File: src/rtl/dm_access_arbiter.sv
// Two-port round-robin arbiter in front of the single-port dm_1k data memory.
// Sub-word stores are handled as read-modify-write because dm_1k writes whole words.
module dm_access_arbiter #(
  parameter int AW = 10,
  parameter int DW = 32
) (
  input  logic            clk,
  input  logic            rst,
  input  logic            m0_req,
  input  logic            m0_we,
  input  logic [AW-1:0]   m0_addr,
  input  logic [DW/8-1:0] m0_be,
  input  logic [DW-1:0]   m0_wdata,
  output logic            m0_ack,
  output logic [DW-1:0]   m0_rdata,
  output logic            m0_err,
  input  logic            m1_req,
  input  logic            m1_we,
  input  logic [AW-1:0]   m1_addr,
  input  logic [DW/8-1:0] m1_be,
  input  logic [DW-1:0]   m1_wdata,
  output logic            m1_ack,
  output logic [DW-1:0]   m1_rdata,
  output logic            m1_err,
  output logic [AW-1:0]   mem_addr,
  output logic [DW-1:0]   mem_din,
  output logic            mem_we,
  input  logic [DW-1:0]   mem_dout
);

  localparam int BW = DW / 8;

  typedef enum logic [1:0] {IDLE, ACCESS, MERGE, RESP} state_t;

  state_t          state, state_nxt;
  logic            last_grant;
  logic            gnt;
  logic            pick;
  logic            we_r;
  logic [AW-1:0]   addr_r;
  logic [BW-1:0]   be_r;
  logic [DW-1:0]   wdata_r;
  logic [DW-1:0]   merge_r;
  logic [DW-1:0]   rdata_r;
  logic            err_r;
  logic            misaligned;
  logic            be_full;
  logic            be_none;
  logic [DW-1:0]   merged;

  assign misaligned = addr_r[1:0] != 2'b00;
  assign be_full    = be_r == '1;
  assign be_none    = be_r == '0;

  // On a tie the port that did not win last time is granted.
  always_comb begin
    pick = 1'b0;
    if (m0_req && m1_req) pick = ~last_grant;
    else if (m1_req)      pick = 1'b1;
  end

  always_comb begin
    merged = '0;
    for (int unsigned i = 0; i < BW; i++)
      merged[8*i +: 8] = be_r[i] ? wdata_r[8*i +: 8] : merge_r[8*i +: 8];
  end

  always_comb begin
    state_nxt = state;
    mem_we    = 1'b0;
    mem_din   = '0;
    case (state)
      IDLE: if (m0_req || m1_req) state_nxt = ACCESS;
      ACCESS: begin
        if (misaligned || !we_r || be_none) begin
          state_nxt = RESP;
        end else if (be_full) begin
          mem_we    = 1'b1;
          mem_din   = wdata_r;
          state_nxt = RESP;
        end else begin
          state_nxt = MERGE;
        end
      end
      MERGE: begin
        mem_we    = 1'b1;
        mem_din   = merged;
        state_nxt = RESP;
      end
      RESP:    state_nxt = IDLE;
      default: state_nxt = IDLE;
    endcase
  end

  always_ff @(posedge clk) begin
    if (rst) begin
      state      <= IDLE;
      last_grant <= 1'b1;
      gnt        <= 1'b0;
      we_r       <= 1'b0;
      addr_r     <= '0;
      be_r       <= '0;
      wdata_r    <= '0;
      merge_r    <= '0;
      rdata_r    <= '0;
      err_r      <= 1'b0;
      mem_addr   <= '0;
    end else begin
      state <= state_nxt;
      case (state)
        IDLE: begin
          if (m0_req || m1_req) begin
            gnt        <= pick;
            last_grant <= pick;
            we_r       <= pick ? m1_we    : m0_we;
            addr_r     <= pick ? m1_addr  : m0_addr;
            be_r       <= pick ? m1_be    : m0_be;
            wdata_r    <= pick ? m1_wdata : m0_wdata;
            mem_addr   <= pick ? m1_addr  : m0_addr;
            rdata_r    <= '0;
            err_r      <= 1'b0;
          end
        end
        ACCESS: begin
          if (misaligned)                    err_r   <= 1'b1;
          else if (!we_r)                    rdata_r <= mem_dout;
          else if (!be_full && !be_none)     merge_r <= mem_dout;
        end
        default: ;
      endcase
    end
  end

  assign m0_ack   = (state == RESP) && !gnt;
  assign m1_ack   = (state == RESP) &&  gnt;
  assign m0_rdata = m0_ack ? rdata_r : '0;
  assign m1_rdata = m1_ack ? rdata_r : '0;
  assign m0_err   = m0_ack && err_r;
  assign m1_err   = m1_ack && err_r;

endmodule

File: config.mk
export PLATFORM = sky130hd
export DESIGN_NAME = dm_access_arbiter
export DESIGN_NICKNAME = d
export VERILOG_FILES = /design/src/rtl/dm_access_arbiter.sv
export SDC_FILE = /design/constraint.sdc
export NUM_CORES = 1
export LEC_CHECK = 0
export CAP_MARGIN = 15
export CORE_MARGIN = 2
export CORE_UTILIZATION = 41
export CTS_BUF_LIST = sky130_fd_sc_hd__clkbuf_4 sky130_fd_sc_hd__clkbuf_8 sky130_fd_sc_hd__clkbuf_16
export DETAILED_ROUTE_END_ITERATION = 16
export PLACE_DENSITY = 0.75
export SLEW_MARGIN = 0
export SYNTH_ARGS = -nofsm -noshare
export SYNTH_HDL_FRONTEND = slang
export SYNTH_SLANG_ARGS = --single-unit
File: constraint.sdc
create_clock -name clk -period 1.7 [get_ports clk]
set_input_delay 0.17 -clock clk [delete_from_list [all_inputs] [get_ports clk]]
set_output_delay 0.17 -clock clk [all_outputs]
set_load 0.005 [all_outputs]
==> results_tabular.tex <==
\begin{tabular}{lr}
\hline
Metric & Value \\
\hline
\multicolumn{2}{l}{\textbf{Timing}} \\
\quad Final hold slack & 371 ps \\
\quad Min cycle time layout & 2180 ps \\
\quad Final worst clock skew & 6.37 ps \\
\quad Worst slew margin & between 60 and 70\% \\
\quad Max Slew Vio Count & 0 \\
\quad Portion of the clock cycle consumed by the worst path in the final layout & 128\% \\
\quad Actual slew at the worst max-slew pin & 471 ps \\
\quad PnR worst setup slack & -476 ps \\
\quad Peak clock frequency supported by timing & 460 MHz \\
\quad Total count of hold-check failures in the final report & 0 \\
\quad Finish-stage setup viols & 163 \\
\quad Setup repair after global routing missed its margin & yes \\
\multicolumn{2}{l}{\textbf{Synth}} \\
\quad Syn\_nets & 888 \\
\quad Synth Area per Inst & about 8.7 µm² \\
\quad Simple-gate share of the synthesized area & between 20\% and 30\% \\
\quad Total of warnings raised by yosys & 0 \\
\quad Largest family of logic cells by synthesized area & simple AND/OR/NAND/NOR gates \\
\quad Number of storage elements in the synthesis netlist & between 100 and 150 \\
\quad Xor-xnor portion of the synthesized cell area & 0\% \\
\quad Cell variety after synth & 35 \\
\quad Count of mapped cells out of synthesis & 754 \\
\quad Complex-gate fraction of the synthesized area & 14.1\% \\
\quad Multiplexer share of the synthesized area & 17.1\% \\
\quad Mapped cell area & around 6600 µm² \\
\quad Share of synthesized area occupied by flip-flops and latches & 35.3\% \\
\quad Share of synthesized cell area in full adder, half adder and majority cells & less than 1\% \\
\multicolumn{2}{l}{\textbf{Final layout}} \\
\quad Share of post-route cells with drive strength above 1 & 31.1\% \\
\quad Layout Area Growth over Synthesis & 66.4\% \\
\quad Final design utilization & 69.4\% \\
\quad Ant. Diodes & 0 \\
\quad Layout fillers & 1226 \\
\quad Fin nets & between 1000 and 1500 \\
\multicolumn{2}{l}{\textbf{CTS}} \\
\quad CTS clk-pin slew, worst paths & 50 ps \\
\quad TritonCTS Buffers & 17 \\
\quad Clock tree from TritonCTS & yes \\
\quad Clock root buffer & sky130\_fd\_sc\_hd\_\_clkbuf\_16 \\
\quad Clock Latency Late Sink & between 400 and 500 ps \\
\quad Buffer levels on the longest clock path & 2 \\
\quad Sinks on Clock Net & 116 \\
\quad Hold-fix buffers, CTS & 0 \\
\quad \# H-tree levels & 4 \\
\multicolumn{2}{l}{\textbf{Detailed routing}} \\
\quad Drt first pass iters & 6 \\
\quad Post-DR wirelength/cell & 17.4 µm \\
\quad Number of DRC violations after detailed-routing iteration 0 & 421 \\
\quad Number of vias after detailed routing & about 6500 \\
\quad Remaining DRCs & 0 \\
\quad Number of nets still failing antenna checks after routing & 0 \\
\quad Total wirelength of the detailed-routed design & roughly 22 mm \\
\quad Per-cell via count in the routed design & 5.21 \\
\multicolumn{2}{l}{\textbf{Worst hold path}} \\
\quad Hold WC Path Type & input port to register \\
\quad Hold Path Cell Cnt & 3 \\
\multicolumn{2}{l}{\textbf{GRT}} \\
\quad Overall track demand over capacity in global routing & a little under a quarter \\
\quad Maximum number of pins on one net before global-route repair & 61 \\
\quad Total grt overflow & 0 \\
\quad Initial antenna violation count & 0 \\
\quad First-pass GRT wire length & 31.2 mm \\
\quad Via count of the first global-routing pass & 5767 \\
\multicolumn{2}{l}{\textbf{Floorplan}} \\
\quad Number of placed I/O pins & 241 \\
\quad Std-Cell Rows & 46 \\
\quad Die Footprint & around 17000 µm² \\
\quad Horizontal die dimension & between 100 and 150 µm \\
\quad Core region area & 15800 µm² \\
\quad Die span in y & roughly 130 µm \\
\quad Initial Utilization & 41.7\% \\
\multicolumn{2}{l}{\textbf{Flow run}} \\
\quad Number of max-cap violations & 0 \\
\multicolumn{2}{l}{\textbf{Place}} \\
\quad HPWL reported at the end of detailed placement & 13.4 mm \\
\quad Input/output buffers & 240 \\
\quad Routability Congestion & about 0.84 \\
\multicolumn{2}{l}{\textbf{Critical path}} \\
\quad CP Class & register to output port \\
\quad Kind of start point of the critical path & register \\
\quad Element type at the critical path end & output port \\
\quad Biggest fanout along the worst timing path & 6 \\
\quad Required time of the critical path & about 1500 ps \\
\quad Crit path DAT & 2010 ps \\
\quad R2R cell count & 7 \\
\multicolumn{2}{l}{\textbf{Power}} \\
\quad Highest ir drop seen on vdd & 757 µV \\
\quad LEAKAGE & between 0.004 and 0.005 µW \\
\quad Pwr/cell area & 1150 nW/µm² \\
\multicolumn{2}{l}{\textbf{Outcome}} \\
\quad Outcome & finished, violations left \\
\quad Violations in the final reports & negative setup slack \\
\hline
\end{tabular}
metal layers:
metal	vias to the layer above	global-route usage (%)	part of all wire, %
met1	3018	32.7	46
met3	40	4.52	5.4
met2	254	36.9	46
met5	-	0	0
met4	0	10.1	2.7
li1	3219	-	-
critical path: stages, from the launching register on:
cell                        delay [ps]
sky130_fd_sc_hd__dfxtp_2           310
sky130_fd_sc_hd__or4_4             530
sky130_fd_sc_hd__nand3b_1          170
sky130_fd_sc_hd__buf_6             180
sky130_fd_sc_hd__clkbuf_16         190
sky130_fd_sc_hd__a21oi_4            60
sky130_fd_sc_hd__buf_2             140
layout make-up:
type	instances	area, µm²	share of cell area, %
inverters	3	11.3	0.103
flip-flops and latches	116	2330	21.3
well taps	216	270	2.47
clock inverters	10	131	1.20
clock buffers	21	468	4.28
repair buffers	324	3330	30.5
multi-input cells	563	4400	40.2
registers in the layout (all words and copies together), names as in the netlist, 2 cells and up:
register	flops
addr_r	10
be_r	4
merge_r	32
rdata_r	32
state	2
wdata_r	32
worst paths after layout:
path,startpoint,end,slack [ps]
worst max-delay path,be_r[2]$_SDFFE_PP0P_,mem_din[21],-480
worst min-delay path,mem_dout[13],merge_r[13]$_SDFFE_PP0P_,370
worst max register to register,state[1]$_SDFFE_PP0P_,rdata_r[9]$_SDFFE_PP0P_,-160
worst min register to register,merge_r[29]$_SDFFE_PP0P_,merge_r[29]$_SDFFE_PP0P_,490
what timing repair did:
item                                    in CTS  in global routing
gates cloned                                10                  5
endpoints found under the setup margin     140                160
pin swaps                                   26                  7
setup buffers                               12                  8
resized for setup                          285                277
metrics by stage:
| stage | setup slack [ps] | power [µW] | cells | instance area, µm² | TNS [ps] |
|---|---|---|---|---|---|
| 4_1_cts | -497 | 12300 | 1241 | 10500 | -42360 |
| 3_3_place_gp | -411 | 7920 | 1189 | 9470 | -25000 |
| 2_1_floorplan | 0.321 | 6260 | 754 | 6580 | 0 |
| 5_1_grt | -551 | 13200 | 1253 | 10900 | -46590 |
| 3_5_place_dp | -500 | 7990 | 1189 | 9470 | -31570 |
| 6_report | -476 | 12500 | 1253 | 10900 | -35060 |
cells in the mapped netlist:
cell,count,area [µm²]
sky130_fd_sc_hd__dfxtp_1,116,2320
sky130_fd_sc_hd__clkbuf_1,47,176
sky130_fd_sc_hd__ha_1,4,50.1
sky130_fd_sc_hd__buf_1,8,30.0
sky130_fd_sc_hd__o21ai_0,65,325
sky130_fd_sc_hd__a22oi_1,1,7.51
sky130_fd_sc_hd__nor2b_1,1,6.26
sky130_fd_sc_hd__and3b_1,32,280
sky130_fd_sc_hd__mux2i_1,112,1120
sky130_fd_sc_hd__a21boi_0,1,7.51
sky130_fd_sc_hd__buf_6,4,45.0
sky130_fd_sc_hd__or3_1,1,6.26
sky130_fd_sc_hd__nand2b_1,97,607
sky130_fd_sc_hd__or4_4,1,11.3
sky130_fd_sc_hd__a21oi_1,36,180
sky130_fd_sc_hd__buf_2,10,50.1
sky130_fd_sc_hd__o211ai_1,1,7.51
sky130_fd_sc_hd__nand4_1,1,6.26
sky130_fd_sc_hd__nand3b_1,33,248
sky130_fd_sc_hd__or2_2,1,6.26
sky130_fd_sc_hd__a41o_1,1,10.0
sky130_fd_sc_hd__o31a_1,1,8.76
sky130_fd_sc_hd__nand2_1,1,3.75
sky130_fd_sc_hd__or3b_2,1,8.76
sky130_fd_sc_hd__o21a_1,1,7.51
sky130_fd_sc_hd__nor4bb_1,1,10.0
sky130_fd_sc_hd__and2_1,34,213
sky130_fd_sc_hd__a211oi_1,48,360
sky130_fd_sc_hd__buf_4,3,22.5
sky130_fd_sc_hd__and3_1,34,213
sky130_fd_sc_hd__a31oi_1,1,6.26
sky130_fd_sc_hd__a21boi_1,1,7.51
sky130_fd_sc_hd__nor2_1,51,191
sky130_fd_sc_hd__inv_1,3,11.3
sky130_fd_sc_hd__nand3_1,1,5.00
where the power goes:
part	internal, µW	total (µW)	switching (µW)
registers	3330	3760	430
logic	2640	5170	2530
clock network	2390	3610	1220
total	8360	12500	4180
layout by cell type, fill, tap and decap left out, types with 2 or more instances in the layout:
master	count
sky130_fd_sc_hd__a211oi_1	47
sky130_fd_sc_hd__a21oi_1	6
sky130_fd_sc_hd__a21oi_2	20
sky130_fd_sc_hd__a21oi_4	10
sky130_fd_sc_hd__and2_1	2
sky130_fd_sc_hd__and2_4	32
sky130_fd_sc_hd__and3_1	9
sky130_fd_sc_hd__and3_4	25
sky130_fd_sc_hd__and3b_1	32
sky130_fd_sc_hd__buf_12	16
sky130_fd_sc_hd__buf_16	7
sky130_fd_sc_hd__buf_2	32
sky130_fd_sc_hd__buf_4	41
sky130_fd_sc_hd__buf_6	58
sky130_fd_sc_hd__buf_8	5
sky130_fd_sc_hd__bufinv_16	3
sky130_fd_sc_hd__clkbuf_16	21
sky130_fd_sc_hd__clkbuf_2	22
sky130_fd_sc_hd__clkbuf_4	2
sky130_fd_sc_hd__clkbuf_8	2
sky130_fd_sc_hd__clkdlybuf4s50_1	138
sky130_fd_sc_hd__clkinv_2	5
sky130_fd_sc_hd__dfxtp_1	113
sky130_fd_sc_hd__dfxtp_2	3
sky130_fd_sc_hd__ha_4	3
sky130_fd_sc_hd__inv_2	2
sky130_fd_sc_hd__mux2i_1	112
sky130_fd_sc_hd__nand2b_1	97
sky130_fd_sc_hd__nand3b_1	33
sky130_fd_sc_hd__nor2_1	51
sky130_fd_sc_hd__o21ai_0	59
sky130_fd_sc_hd__o21ai_1	6
cell families after synthesis:
group | count (synthesis)
and+or+nand+nor | 290
buffers and inverters | 75
muxes | 112
DFF | 116
adders and majority gates | 4
AOI/OAI and AO/OA | 157
Note: power is estimated with default switching activity, not from simulation.
